$ cat src/rtl/picosoc_timer.sv
// picosoc_timer: iomem-mapped 32-bit down-counting timer with 16-bit prescaler and level irq.
// One wait state per access; rdata is zero outside the ready cycle so responders can be OR-combined.
module picosoc_timer #(
    parameter logic [31:0] BASE_ADDR = 32'h0300_0000
) (
    input  logic        clk,
    input  logic        resetn,
    input  logic        iomem_valid,
    input  logic [3:0]  iomem_wstrb,
    input  logic [31:0] iomem_addr,
    input  logic [31:0] iomem_wdata,
    output logic        iomem_ready,
    output logic [31:0] iomem_rdata,
    output logic        irq
);
    logic        ready_q, ready_d;
    logic [31:0] rdata_q, rdata_d;
    logic [2:0]  ctrl_q, ctrl_d;
    logic [15:0] presc_q, presc_d;
    logic [15:0] pc_q, pc_d;
    logic [31:0] reload_q, reload_d;
    logic [31:0] count_q, count_d;
    logic        exp_q, exp_d;
    logic        sel, wr, wr_ctrl, w1c, tick, expire;
    logic [5:0]  off;
    logic [31:0] wmask, rmux;
    logic        unused_addr_lsb;

    assign sel     = iomem_valid && iomem_addr[31:8] == BASE_ADDR[31:8];
    assign off     = iomem_addr[7:2];
    assign wr      = ready_q && sel;
    assign wr_ctrl = wr && off == 6'd0 && iomem_wstrb[0];
    assign w1c     = wr && off == 6'd4 && iomem_wstrb[0] && iomem_wdata[0];
    assign wmask   = {{8{iomem_wstrb[3]}}, {8{iomem_wstrb[2]}}, {8{iomem_wstrb[1]}}, {8{iomem_wstrb[0]}}};
    assign tick    = ctrl_q[0] && pc_q == presc_q;
    assign expire  = tick && count_q == 32'd0;
    assign unused_addr_lsb = ^iomem_addr[1:0];

    assign rmux = off == 6'd0 ? {29'd0, ctrl_q} :
                  off == 6'd1 ? {16'd0, presc_q} :
                  off == 6'd2 ? reload_q :
                  off == 6'd3 ? count_q :
                  off == 6'd4 ? {31'd0, exp_q} : 32'd0;

    always_comb begin
        ready_d  = sel && !ready_q;
        rdata_d  = ready_d && iomem_wstrb == 4'd0 ? rmux : 32'd0;
        // the written EN wins over a one-shot expiry clearing it in the same cycle
        ctrl_d   = wr_ctrl ? iomem_wdata[2:0] : {ctrl_q[2:1], ctrl_q[0] && !(expire && !ctrl_q[1])};
        pc_d     = tick || (wr_ctrl && !ctrl_q[0] && iomem_wdata[0]) ? 16'd0 :
                   ctrl_q[0] ? pc_q + 16'd1 : pc_q;
        presc_d  = wr && off == 6'd1 ? (presc_q & ~wmask[15:0]) | (iomem_wdata[15:0] & wmask[15:0]) : presc_q;
        reload_d = wr && off == 6'd2 ? (reload_q & ~wmask) | (iomem_wdata & wmask) : reload_q;
        count_d  = wr && off == 6'd3 ? (count_q & ~wmask) | (iomem_wdata & wmask) :
                   !tick ? count_q :
                   count_q != 32'd0 ? count_q - 32'd1 :
                   ctrl_q[1] ? reload_q : count_q;
        exp_d    = expire || (exp_q && !w1c);
    end

    always_ff @(posedge clk or negedge resetn) begin
        if (!resetn) begin
            ready_q  <= 1'b0;
            rdata_q  <= 32'd0;
            ctrl_q   <= 3'd0;
            presc_q  <= 16'd0;
            pc_q     <= 16'd0;
            reload_q <= 32'd0;
            count_q  <= 32'd0;
            exp_q    <= 1'b0;
        end else begin
            ready_q  <= ready_d;
            rdata_q  <= rdata_d;
            ctrl_q   <= ctrl_d;
            presc_q  <= presc_d;
            pc_q     <= pc_d;
            reload_q <= reload_d;
            count_q  <= count_d;
            exp_q    <= exp_d;
        end
    end

    assign iomem_ready = ready_q;
    assign iomem_rdata = rdata_q;
    assign irq         = exp_q && ctrl_q[2];
endmodule

$ cat config.mk
export PLATFORM = sky130hd
export DESIGN_NAME = picosoc_timer
export DESIGN_NICKNAME = d
export VERILOG_FILES = /design/src/rtl/picosoc_timer.sv
export SDC_FILE = /design/constraint.sdc
export NUM_CORES = 1
export LEC_CHECK = 0
export ABC_AREA = 1
export BUFFER_PORTS_ARGS = -buffer_cell sky130_fd_sc_hd__clkbuf_2
export CAP_MARGIN = 15
export CORE_MARGIN = 2
export CORE_UTILIZATION = 53
export DETAILED_ROUTE_END_ITERATION = 10
export MAX_ROUTING_LAYER = met4
export PLACE_DENSITY = 0.89
export SYNTH_ARGS = -nofsm -noshare
export SYNTH_HDL_FRONTEND = slang
export SYNTH_SLANG_ARGS = --single-unit
$ cat constraint.sdc
create_clock -name clk -period 2 [get_ports clk]
set_clock_uncertainty 0.1 [all_clocks]
set_input_delay 0.2 -clock clk [delete_from_list [all_inputs] [get_ports clk]]
set_output_delay 0.2 -clock clk [all_outputs]
set_load 0.02 [all_outputs]
==> metrics.md, run 1 <==
| Metric | Value |
|---|---|
| Final setup viols | `13` |
| Drt via density | `5.61` |
| Global Route Usage Sum | `35.3%` |
| R2R depth | `11` |
| TritonCTS Buffers | `17` |
| Relative slew slack | `65.8%` |
| Final Max Slew Viols | `0` |
| Critical-path cell list | `nand2_1 -> nand2_1 -> nor2_1 -> nand2_1 -> nor2_2 -> nand3_2 -> o21ai_4 -> buf_6 -> nand2_8 -> nand2_1 -> nand2_1` |
| Crit path largest cell delay | `0.41 ns` |
| Slew @ Worst Pin | `0.514 ns` |
| Cells after synthesis | `1271` |
| Startpoint Class | `flop` |
| Comb pwr share | `4.8%` |
| Grt ovf | `0` |
| Final setup TNS | `-0.155 ns` |
| Pre-Repair DR Iteration Count | `7` |
| CTS tree | `yes` |
| RSZ-0062 raised after global routing | `true` |
| Overall power | `6.11 mW` |
| Pwr Density | `538 mW/mm^2` |
| Register share of total power | `44.1%` |
| Number of synthesized flops with an enable pin | `0` |
| Initial antenna violation count | `0` |
| Number of stages on the worst hold path | `3` |
| CP required | `2.23 ns` |
| Kind of critical path | `reg2reg` |
| Antenna Violating Nets Remaining | `0` |
| Drt drc | `0` |
| Initial core utilization | `54.6%` |
| Io pins | `105` |
| Status | `finished, violations left` |
| Part of the cycle the worst path needs | `101%` |
| Worst hold start | `iomem_wdata[0]` |
| Switching power | `1.40 mW` |
| Clock power share | `51.1%` |
| Ys async rst share | `100%` |
| Crit Path Max Fanout | `8` |
| Placed Cells | `1675` |
| Failing checks | `setup timing` |
| PortBufs | `102` |
| CP most frequent cell | `nand2_1` |
| Unique cell type count in the Yosys netlist | `32` |
| Final instance area | `0.0114 mm^2` |
| Skew-Pair Late Insertion Delay | `0.44 ns` |
| Die height | `129 um` |
| Placed inst area | `0.00997 mm^2` |
| Die area | `0.0167 mm^2` |
| CTS sink cnt | `133` |
| Nature of the critical path endpoint | `flop` |
| Vias | `9835` |
| H-tree levels | `4` |
| Fin cells | `1754` |
| Worst flop-to-flop path startpoint | `pc_q[1]` |
| Core Region | `0.0153 mm^2` |
| Switching fraction of total power | `22.9%` |
| FF+latch area | `0.00334 mm^2` |
| Largest net degree at the start of global routing | `57` |
| Vias in the first global route | `8939` |
| Area taken by multi-input logic gates | `0.00459 mm^2` |
| CP arrival | `2.25 ns` |
| Worst-path clk slew | `0.06 ns` |
| Fmax | `0.496 GHz` |
| Fillers | `1127` |
| GP Congestion | `1.03` |
| Synth Warn # | `0` |
| Std cell rows | `45` |
| Sequential share of the synthesized area | `40.0%` |
| Final Hold Viols | `0` |
| Detailed placement HPWL | `20800 um` |
| Static Leakage | `6.08 nW` |
| Final WL | `28800 um` |
| Worst vdd ir | `603 uV` |
| Final min period | `2.02 ns` |
| Top FF cell, synth | `dfrtp_1` |
| Avg Inst Size Synth | `6.55 um^2` |
| Nets | `1604` |
| Setup ws final | `-0.0179 ns` |
| Max cap viols | `0` |
| Die W | `129 um` |
| Global-route wire length before repair | `44000 um` |
| Number of diodes | `0` |
| Largest delay contributor family on the critical path | `simple AND/OR/NAND/NOR gates` |
| Synthesized area | `0.00833 mm^2` |
| Min-delay worst type | `in2reg` |
| #FFs+latches synth | `133` |
| CTS max path bufs | `2` |
| Synthesized Nets | `1345` |
| Root Driver | `clkbuf_16` |
| Layout Area Growth over Synthesis | `36.4%` |
| Layout cells sized above 1 | `24.6%` |
| R2R setup slack | `-0.02 ns` |
| Internal power | `4.71 mW` |
| Crit-path slowest cell | `dfrtp_1` |
| Routed WL per cell | `16.4 um` |
| CP Buf/Inv Count | `1` |
| DR iter-0 viols | `1086` |
## through the flow
| step | setup slack [ns] | hold WS [ns] | utilization (%) |
|---|---|---|---|
| floorplan | 0.100 | -0.196 | - |
| global placement | -0.0964 | -0.000559 | 65.3 |
| detailed placement | -0.131 | 0.00179 | 65.3 |
| CTS | 0.00480 | 0.0144 | 71.6 |
| global route | -0.112 | 0.0342 | 74.5 |
| finish | -0.0179 | 0.0286 | 74.5 |
## per-layer routing
metal  global-route usage (%)  vias up  routed length, um
li1                         -     4549                  -
met1                     47.4     4541              11400
met2                     51.9      640              12700
met3                     7.84      105               3570
met4                     14.6        0               1130
met5                        -        -                  0
## worst min-delay path, delay by kind of cell
kind / cells / cell delay, ns
buffers and inverters: 2 / 0.24
AOI/OAI and AO/OA: 1 / 0.07
## timing repair
| item | in CTS | in global routing |
|---|---|---|
| setup buffers | 0 | 12 |
| resized for setup | 17 | 107 |
| endpoints found under the setup margin | 32 | 33 |
| gates cloned | 0 | 3 |
| pin swaps | 0 | 24 |
| hold endpoints to repair | 182 | 0 |
| hold buffers | 32 | 0 |
## power by group through the flow
stage	Combinational, mW	Clock, mW	Sequential, mW
final	0.296	3.12	2.69
after global routing	0.324	3.23	2.69
after CTS	0.291	3.13	2.69
after detailed placement	0.241	0	2.74
after global placement	0.234	0	2.74
after floorplan	0.0592	0	2.74
## Yosys cell counts (all sizes together) (5+ instances only)
master,n,area share (%)
a21oi,20,1.2
a22oi,21,1.9
buf,9,0.60
clkbuf,23,1.0
dfrtp,133,40
inv,162,7.3
nand2,450,20
nand3,136,8.2
nand4,28,2.2
nor2,171,7.7
nor3,15,1.2
o21ai,57,3.8
o22ai,11,0.83
xnor2,5,0.53
xor2,18,1.9
## layout by cell type, fill, tap and decap left out, types with 3 or more instances in the layout
cell type / netlist / routed
a21oi_1: 20 / 20
a22oi_1: 21 / 21
buf_12: 0 / 6
buf_4: 2 / 123
buf_6: 0 / 8
clkbuf_16: 0 / 17
clkbuf_2: 0 / 101
clkinv_2: 0 / 4
clkinv_4: 0 / 4
dfrtp_1: 133 / 126
dfrtp_2: 0 / 7
dlygate4sd3_1: 0 / 32
inv_1: 161 / 154
inv_2: 1 / 7
nand2_1: 444 / 411
nand2_2: 6 / 34
nand2_4: 0 / 3
nand3_1: 135 / 131
nand3_2: 1 / 5
nand3b_1: 3 / 3
nand4_1: 27 / 27
nor2_1: 170 / 138
nor2_2: 1 / 20
nor2_4: 0 / 13
nor3_1: 13 / 12
o21ai_0: 48 / 45
o21ai_2: 8 / 9
o22ai_1: 11 / 11
xnor2_1: 5 / 5
xor2_1: 18 / 18
## logic make-up (layout without fill, tap and decap cells)
group / count (synthesis) / count (layout) / synth area share (%)
XOR/XNOR: 23 / 23 / 2.42
adder cells (fa/ha/maj): 3 / 3 / 0.451
AO/OA/AOI/OAI: 111 / 111 / 7.90
AND/OR/NAND/NOR: 806 / 806 / 40.3
flip-flops: 133 / 133 / 40.0
buffers and inverters: 195 / 467 / 8.98
## final cells by class
type | instances | share of cell area, %
inverters | 163 | 5.41
multi-input cells | 943 | 40.4
clock inverters | 12 | 1.15
clock buffers | 20 | 4.02
repair buffers | 272 | 17.4
flip-flops and latches | 133 | 29.4
well taps | 211 | 2.32
## worst max-delay path by stage
stage,startpoint,end,cells past startpoint
5_1_grt,pc_q[1],flop,12
3_3_place_gp,flop,flop,10
3_5_place_dp,iomem_addr[9],iomem_rdata[6],10
6_report,pc_q[1],flop,11
4_1_cts,flop,flop,12
2_1_floorplan,flop,flop,11
No activity file was read; power rests on OpenSTA's default activity.
==> inputs of run 2 (changes only) <==
- CORE_UTILIZATION: 53 -> 35
- GPL_TIMING_DRIVEN: not set -> 0
- PLACE_DENSITY: 0.89 -> 0.67
- REMOVE_ABC_BUFFERS: not set -> 1
==> metrics.md, run 2 (synthesized netlist as in run 1, its figures left out) <==
| Metric | Value |
|---|---|
| Initial antenna violation count | `0` |
| Final min period | `2.04 ns` |
| Pwr Density | `525 mW/mm^2` |
| FF+latch area | `0.00338 mm^2` |
| Min-delay worst type | `in2reg` |
| Worst-path clk slew | `0.06 ns` |
| Pre-Repair DR Iteration Count | `5` |
| Fillers | `2336` |
| Startpoint Class | `flop` |
| Crit Path Max Fanout | `6` |
| Status | `finished, violations left` |
| Std cell rows | `56` |
| Vias in the first global route | `8104` |
| Final Hold Viols | `0` |
| RSZ-0062 raised after global routing | `true` |
| Final WL | `28600 um` |
| Global Route Usage Sum | `23.1%` |
| CTS tree | `yes` |
| CP arrival | `2.27 ns` |
| Number of diodes | `0` |
| Detailed placement HPWL | `19600 um` |
| Final Max Slew Viols | `0` |
| Skew-Pair Late Insertion Delay | `0.44 ns` |
| CP required | `2.22 ns` |
| Final setup TNS | `-0.350 ns` |
| Die area | `0.0250 mm^2` |
| Nets | `1549` |
| GP Congestion | `0.954` |
| Kind of critical path | `reg2reg` |
| Slew @ Worst Pin | `0.722 ns` |
| Max cap viols | `0` |
| Commonest non-fill, non-tap cell in the layout | `nand2_1` |
| Grt ovf | `0` |
| DR iter-0 viols | `885` |
| Fmax | `0.490 GHz` |
| Antenna Violating Nets Remaining | `0` |
| Drt via density | `5.07` |
| Part of the cycle the worst path needs | `102%` |
| Routed WL per cell | `15.8 um` |
| Die W | `158 um` |
| Global-route wire length before repair | `43300 um` |
| Failing checks | `setup timing` |
| H-tree levels | `4` |
| Static Leakage | `5.84 nW` |
| Vias | `9167` |
| Core Region | `0.0234 mm^2` |
| Layout cells sized above 1 | `26.5%` |
| Io pins | `105` |
| Die height | `158 um` |
| Largest net degree at the start of global routing | `111` |
| PortBufs | `102` |
| Worst vdd ir | `411 uV` |
| Nature of the critical path endpoint | `flop` |
| TritonCTS Buffers | `17` |
| Share of the core filled with cells | `48.7%` |
| Layout Area Growth over Synthesis | `36.9%` |
| Final setup viols | `13` |
| Initial core utilization | `35.6%` |
| CTS sink cnt | `133` |
| CTS max path bufs | `2` |
| Relative slew slack | `51.6%` |
| Drt drc | `0` |
| Setup ws final | `-0.0417 ns` |
| R2R setup slack | `-0.04 ns` |
| Area taken by multi-input logic gates | `0.00483 mm^2` |
| Commonest non-fill, non-tap cells in the layout | `409 x nand2_1, 146 x inv_1, 127 x nor2_1, 119 x nand3_1, 101 x clkbuf_2` |
| Root Driver | `clkbuf_16` |
[run 2: cell count changes in the layout (fill, tap and decap cells not counted), sizes merged]
cell,change
nor3,+1
clkbuf,-1
dlygate4sd3,-1
bufinv,-1
clkinvlp,+1
buf,-57
inv,+3
[run 2: worst max-delay path, stage by stage (launching register included)]
cell and delay (ns):
dfrtp_2 0.45, nor2_2 0.14, nand2_1 0.12, nor2_2 0.17, nand4_1 0.20, nor2_2 0.22
o21ai_4 0.09, buf_12 0.16, buf_6 0.13, nand3_1 0.09, nand2_1 0.06
[run 2: metrics by stage]
step / instance area [um^2] / hold WS, ns / worst slack, ns / instances / total power [mW]
after global placement: 9100 / 0.351 / -2.47 / 1660 / 2.96
after floorplan: 8190 / -0.196 / -0.745 / 1239 / 2.79
final: 11400 / 0.0148 / -0.0417 / 1807 / 5.99
after global routing: 11400 / 0.0103 / -0.145 / 1807 / 6.17
after detailed placement: 9250 / -0.00682 / -1.66 / 1666 / 2.97
after CTS: 10500 / 0.00190 / -0.0383 / 1747 / 6.02
[run 2: path summary, 6_finish.rpt]
path / from / cells after the start / endpoint
max in group asynchronous: resetn / 3 / async pin
worst max register to register: flop / 10 / flop
worst max-delay path: flop / 10 / flop
min in group asynchronous: resetn / 2 / iomem_rdata[0]
worst min register to register: flop / 2 / flop
worst min-delay path: iomem_wdata[7] / 3 / flop
[run 2: layout make-up]
cell class / count / area share [%]
flip-flops and latches: 133 / 29.6
multi-input cells: 944 / 42.4
clock buffers: 17 / 3.73
clock inverters: 15 / 1.14
well taps: 319 / 3.50
repair buffers: 216 / 14.2
inverters: 163 / 5.38
[run 2: metal layers]
| metal | GRT usage, % | part of all wire, % | vias up | wire length (um) |
|---|---|---|---|---|
| met5 | - | 0 | - | 0 |
| met4 | 7.64 | 2.4 | 0 | 683 |
| met3 | 2.78 | 7.2 | 54 | 2060 |
| met2 | 33.2 | 44 | 374 | 12600 |
| met1 | 33.7 | 46 | 4294 | 13200 |
| li1 | - | - | 4445 | - |
[run 2: repair_timing]
| item | 4_1_cts | 5_1_grt |
|---|---|---|
| buffers inserted | 17 | 56 |
| pin swaps | 8 | 63 |
| hold buffers | 31 | 0 |
| cloned | 1 | 3 |
| hold endpoints to repair | 179 | 0 |
| gates resized for setup | 74 | 127 |
| endpoints found under the setup margin | 126 | 66 |
[run 2: where the power goes]
part | switching (mW) | total, mW | internal (mW)
Clock | 1.29 | 3.00 | 1.71
Combinational | 0.182 | 0.295 | 0.112
Sequential | 0.00000000583 | 2.69 | 2.69
